===== src/rtl/jk_pkg.sv =====
// Shared JK command codes and the driver FSM state encoding.
package jk_pkg;

   localparam logic [1:0] JK_HOLD   = 2'b00;
   localparam logic [1:0] JK_RESET  = 2'b01;
   localparam logic [1:0] JK_SET    = 2'b10;
   localparam logic [1:0] JK_TOGGLE = 2'b11;

   // Settle counter width covers SETTLE_CYC up to 15.
   localparam int unsigned CNT_W = 4;

   typedef enum logic [1:0] {
      IDLE   = 2'd0,
      ISSUE  = 2'd1,
      SETTLE = 2'd2,
      CHECK  = 2'd3
   } state_e;

endpackage


===== src/rtl/jk_cmd_driver_excite.sv =====
// Per-bit JK excitation: command that moves one flop from cur to nxt.
// Build option JK_TOGGLE_PREF_EN issues changing bits as toggle instead of set/clear.
module jk_excite
   import jk_pkg::*;
(
   input  logic       cur,
   input  logic       nxt,
   output logic [1:0] jk
);

   always_comb begin
      jk = JK_HOLD;
`ifdef JK_TOGGLE_PREF_EN
      if (cur != nxt) jk = JK_TOGGLE;
`else
      if (!cur && nxt)      jk = JK_SET;
      else if (cur && !nxt) jk = JK_RESET;
`endif
   end

endmodule


===== src/rtl/jk_cmd_driver.sv =====
// Drives a bank of WIDTH external JK flops to a requested word and verifies it by readback.
// Build option JK_TOGGLE_PREF_EN (in jk_excite) selects toggle codes for changing bits.
module jk_cmd_driver
   import jk_pkg::*;
#(
   parameter int unsigned WIDTH      = 4,
   parameter int unsigned SETTLE_CYC = 1
) (
   input  logic                 clk,
   input  logic                 rst,
   input  logic                 in_valid,
   output logic                 in_ready,
   input  logic [WIDTH-1:0]     target,
   output logic [2*WIDTH-1:0]   jk_out,
   input  logic [WIDTH-1:0]     q_fb,
   output logic                 busy,
   output logic                 done,
   output logic                 mismatch
);

   localparam logic [CNT_W-1:0] SETTLE_LOAD =
      (SETTLE_CYC > 0) ? CNT_W'(SETTLE_CYC - 1) : '0;

   state_e               state_q, state_d;
   logic [2*WIDTH-1:0]   jk_out_q, jk_out_d;
   logic [WIDTH-1:0]     shadow_q, shadow_d;
   logic [CNT_W-1:0]     cnt_q, cnt_d;
   logic                 done_q, done_d;
   logic                 mismatch_q, mismatch_d;
   logic [2*WIDTH-1:0]   codes_c;

   // Command pair per bit from the expected flop state towards the target.
   for (genvar i = 0; i < int'(WIDTH); i++) begin : g_bit
      jk_excite u_excite (
         .cur (shadow_q[i]),
         .nxt (target[i]),
         .jk  (codes_c[2*i +: 2])
      );
   end

   always_comb begin
      state_d    = state_q;
      jk_out_d   = '0;
      shadow_d   = shadow_q;
      cnt_d      = cnt_q;
      done_d     = 1'b0;
      mismatch_d = mismatch_q;
      case (state_q)
         IDLE: begin
            if (in_valid) begin
               jk_out_d   = codes_c;
               shadow_d   = target;
               mismatch_d = 1'b0;
               state_d    = ISSUE;
            end
         end
         ISSUE: begin
            if (SETTLE_CYC > 0) begin
               cnt_d   = SETTLE_LOAD;
               state_d = SETTLE;
            end else begin
               state_d = CHECK;
            end
         end
         SETTLE: begin
            if (cnt_q == '0) state_d = CHECK;
            else             cnt_d   = cnt_q - CNT_W'(1);
         end
         CHECK: begin
            done_d     = 1'b1;
            mismatch_d = (q_fb != shadow_q);
            state_d    = IDLE;
         end
         default: state_d = IDLE;
      endcase
   end

   always_ff @(posedge clk) begin
      if (rst) begin
         state_q    <= IDLE;
         jk_out_q   <= '0;
         shadow_q   <= '0;
         cnt_q      <= '0;
         done_q     <= 1'b0;
         mismatch_q <= 1'b0;
      end else begin
         state_q    <= state_d;
         jk_out_q   <= jk_out_d;
         shadow_q   <= shadow_d;
         cnt_q      <= cnt_d;
         done_q     <= done_d;
         mismatch_q <= mismatch_d;
      end
   end

   assign in_ready = (state_q == IDLE);
   assign busy     = (state_q != IDLE);
   assign jk_out   = jk_out_q;
   assign done     = done_q;
   assign mismatch = mismatch_q;

endmodule

===== config.mk =====
export PLATFORM = sky130hd
export DESIGN_NAME = jk_cmd_driver
export DESIGN_NICKNAME = d
export VERILOG_FILES = /design/src/rtl/jk_pkg.sv /design/src/rtl/jk_cmd_driver_excite.sv /design/src/rtl/jk_cmd_driver.sv
export SDC_FILE = /design/constraint.sdc
export NUM_CORES = 1
export LEC_CHECK = 0
export BUFFER_PORTS_ARGS = -buffer_cell sky130_fd_sc_hd__buf_4
export CAP_MARGIN = 20
export CORE_AREA = 3 3 49 68
export DETAILED_ROUTE_END_ITERATION = 16
export DIE_AREA = 0 0 52 71
export SLEW_MARGIN = 20
export SYNTH_ARGS = -nofsm -noshare
export SYNTH_HDL_FRONTEND = slang
export SYNTH_HIERARCHICAL = 1
export SYNTH_SLANG_ARGS = --single-unit
export TNS_END_PERCENT = 5

===== constraint.sdc =====
create_clock -name clk -period 3.57 [get_ports clk]
set_input_delay 0.5355 -clock clk [delete_from_list [all_inputs] [get_ports clk]]
set_output_delay 0.5355 -clock clk [all_outputs]
set_load 0.03 [all_outputs]

======== Word level (Yosys, flattened, before mapping) ========
Cells that the tools add are included.
Widths: inputs -> output; s select.
word-level totals
  logic and storage cells ................. 66
  register bits after elaboration ......... 20
  output and inout bits ................... 12
operators by class
  bitwise operators ....................... 2
  equality and inequality tests ........... 7
  muxes and demuxes ....................... 16
  reductions and logical operators ........ 30
  add/subtract/negate cells ............... 1
operator list
  operator             number
  $reduce_or 4->1      4
  $mux 2               6
  $logic_and 1x1->1    8
  $logic_not 1->1      8
  $pmux 2 s4           1
  $pmux 4 s2           1
  $reduce_and 2->1     4
  $mux 1               6
  $ne 2x2->1 const B   3
  $reduce_bool 2->1    3
  $eq 2x2->1 const B   2
  $logic_not 4->1      1
  $mux 4               1
  $ne 4x4->1           1
  $sub 4x1->4 const B  1
  $reduce_or 3->1      1
  $eq 2x1->1 const B   1
  $logic_not 2->1      1
  $not 1->1            2
  $pmux 1 s2           1

======== Logic depth before layout (Yosys ltp) ========
  word-level depth ........................ 4
  mapped depth ............................ 5
  mapped depth without buffers ............ 5

======== Hierarchy ========
The synthesis kept the hierarchy.
modules (own cells, without submodules)
  module         cells an instance  sequential area each (um^2)  times used  area an instance (um^2)
  jk_cmd_driver  88                 400.4                        1           839.6
  jk_excite      2                  0.0                          4           15.0

======== Worst setup path before layout ========
OpenSTA, ideal clock, no wires.
  path kind ............................... reg2out
  start point ............................. reg state_q[0]
  end point ............................... out busy
  arrival time ............................ 1113 ps
  path buffers ............................ 0
  slack ................................... 1922 ps
  stages on the path, launching flop included .. 4
  cells stage by stage .................... dfxtp_1 inv_1 ha_1 inv_1
on the way
  word-level cells in the longest chain between the ends .. 1
ends and longest elaborated chain
  item                    line                 text
  from (decl)             jk_cmd_driver.sv:24  state_e state_q, state_d;
  from (signal assigned)  jk_cmd_driver.sv:87  state_q <= state_d;
  $reduce_bool 2->1       jk_cmd_driver.sv:97  assign busy = (state_q != IDLE);
  to (decl)               jk_cmd_driver.sv:16  output logic busy,
Every way passes these cells.

======== Worst setup path in the final report ========
Same ends and word-level chain as after synthesis.

==> flow_summary.toml <==
[outcome]
status = "finished, final reports clean"

[synthesis]
synth-simple-area-share = 0.2962
synthMuxAreaShare = 0.01113
async_flop_share = 0
netlist_instances = 96
synth_adder_area_share = 0.08345
yosys-top-cells-area = "dfxtp_1 (45%), ha_1 (8.3%), and2_1 (5.6%)"
synth-xor-area-share = 0.03894
ys_ff_latch = 20
synth-compound-area-share = 0.09179
synth_top_flop_cell = "dfxtp_1"
netlist_top_cells_count = "dfxtp_1 (20), and2_1 (8), a21oi_1 (7), inv_1 (7)"
synth_most_common_cell = "dfxtp_1"
synth_nets = 113
synth.distinct_cells = 23
avgSynthCellArea_um2 = 9.371
synth_edf_count = 0
ys_warn_count = 6
yosysSeqAreaShare = 0.4451
syn_area_um2 = 899.6
synth_top_area_share = 0.4451
synth_top_cell_by_area = "dfxtp_1"
synth_top_family_by_area = "simple AND/OR/NAND/NOR gates"

[setup_path]
critPathLaunchType = "register"
arrival_ps = 1310
rr_endpoint = "cnt_q[3]"
reg2reg_slack_ps = 1950
crit_path_end_kind = "output pin"
reg2reg_depth = 5
worstPathMaxFanout = 9
timing.rr.start = "state_q[0]"
crit_type = "reg2out"
crit_required_ps = 3030

[power_and_ir_drop]
p_clk_frac = 0.312
ir_drop_mv = 0.4210
p_int_uw = 482.1
switching_share = 0.3201
power.density_nw_per_um2 = 601.6
pwr-share-comb = 0.313
leakage_uw = 0.0005186
share_seq_of_total_power = 0.374
power_switching_uw = 227.0

[timing]
final.setup_skew_ps = 0.5439
max_freq_ghz = 0.5412
setup_viol = 0
tightest_slew_ps = 470.1
hold_viol = 0
slew_violations = 0
fin_tns_setup_ps = 0
finalCritPeriodShare = 0.5176
slew_headroom = 0.6859
finalCriticalPeriod_ps = 1848
rsz0062_at_grt = "no"
whs_ps = 502.1

[drt]
drt-initial-drc-count = 7
viasPerCell = 4.589
drt_wl_total_mm = 1.734
firstDrtPassIters = 2
num_vias = 725
wl_per_cell_um = 10.97
drcViolationCount = 0
ant_nets = 0

[global_routing]
grt_max_degree = 15
grtUsageTotal = 0.1066
gr-total-overflow = 0
grt_antenna_before_repair = 0
grt_pass1_vias = 732
grt_pass1_wl_mm = 2.973

[clock_tree]
htreeDepth = 1
post_cts_buffers = 0
ctsRootBufferMaster = "clkbuf_8"
cts_hold_buf = 0
cts.sinks = 20
clk_pin_slew_worst_paths_ps = 70
cts.path.max_buffers = 2
cts-buffers-inserted = 3
cts_tree = "yes"
cts_resized = 0
clock_latency_ps = 250

[placed_design]
place_congestion = 0.7143
dpl_cell_area_um2 = 1107
place.port_buffers = 22
dpl.hpwl_mm = 1.379

[die]
ios = 23
die-height_um = 71
initial_core_util = 0.3158
core-area_um2 = 2849
die_w_um = 52
die-area_um2 = 3692
rows = 23

[min_path]
hold_start = "shadow_q[1]"
hp-class = "reg2reg"
min_to = "shadow_q[1]"
worstHoldPathCells = 2

[cells_and_area]
stdcell_area_um2 = 1179
n_fill_cell = 283
regArea_um2 = 400.4
fin_util = 0.4137
antenna_cells = 0
area_growth_pct = 31.02
fin_nets = 139
drive_above_1_share = 0.2562
multi_input_area_um2 = 469.2

[job]
cap_violations = 0
[power by group through the flow]
| stage | Clock (uW) | Combinational, uW | Sequential (uW) |
|---|---|---|---|
| floorplan | 0 | 139 | 282 |
| global placement | 0 | 220 | 269 |
| detailed placement | 0 | 225 | 271 |
| CTS | 230 | 226 | 266 |
| global route | 237 | 253 | 268 |
| finish | 222 | 222 | 265 |
[per-layer routing]
layer | share of wire | vias to the layer above | track usage
li1 | - | 373 | -
met3 | 0.058 | 2 | 0.02105
met1 | 0.43 | 331 | 0.1139
met2 | 0.50 | 19 | 0.1832
met4 | 0.014 | 0 | 0.06997
met5 | 0 | - | 0
[worst max-delay path by stage]
stage                     from          to  slack (ps)
finish              state_q[0]        busy        1720
global route        state_q[0]        busy        1610
CTS                 state_q[0]        busy        1700
detailed placement    cnt_q[0]  state_q[0]        1950
global placement    state_q[0]    cnt_q[3]        2010
floorplan           state_q[0]        busy        1920
[flip-flops by register name, summed over array words and instances (netlist names)]
name      count
mismatch      1
done          1
jk_out        8
shadow_q      4
cnt_q         4
state_q       2
[logic make-up (layout without fill, tap and decap cells)]
group / count (synthesis) / in the layout
mux: 1 / 1
compound gates: 14 / 14
flops: 20 / 20
buf+inv: 8 / 33
fa+ha+maj: 6 / 6
xor+xnor: 4 / 4
simple gates: 43 / 43
[critical path: stages (launching register included)]
cell     delay, ps
dfxtp_1        330
inv_1          100
ha_1           340
inv_1          100
buf_4          180
[final cells by class]
type / count / area share
flip-flops and latches: 20 / 0.3397
clock inverters: 1 / 0.02548
clock buffers: 3 / 0.03503
multi-input cells: 68 / 0.3981
well taps: 37 / 0.03928
inverters: 7 / 0.02229
repair buffers: 22 / 0.1401
[stage by stage]
step	setup slack, ps	power [uW]	std cells
global route	1614	757.6	158
CTS	1703	721.9	158
finish	1722	709.1	158
floorplan	1922	420.9	96
detailed placement	1951	496.4	154
global placement	2007	489.5	154
[placed cells by master (no fill, tap or decap)]
cell | Yosys | layout
buf_4 | 0 | 22
dfxtp_1 | 20 | 20
and2_1 | 8 | 8
inv_1 | 7 | 7
a21oi_1 | 7 | 7
nand3_1 | 6 | 6
nand2_1 | 6 | 6
ha_1 | 6 | 6
nand2b_1 | 5 | 5
nor2b_1 | 5 | 5
xor2_1 | 4 | 4
and2b_2 | 4 | 4
o21ai_0 | 3 | 3
clkbuf_8 | 0 | 3
or3_1 | 2 | 2
o211ai_1 | 2 | 2
a221oi_1 | 2 | 2
nand4b_1 | 2 | 2
nor3b_1 | 1 | 1
or3b_2 | 1 | 1
nor2_1 | 1 | 1
or4b_1 | 1 | 1
mux2i_1 | 1 | 1
nor4_1 | 1 | 1
bufinv_16 | 0 | 1
Note: power is estimated with default switching activity, not from simulation.
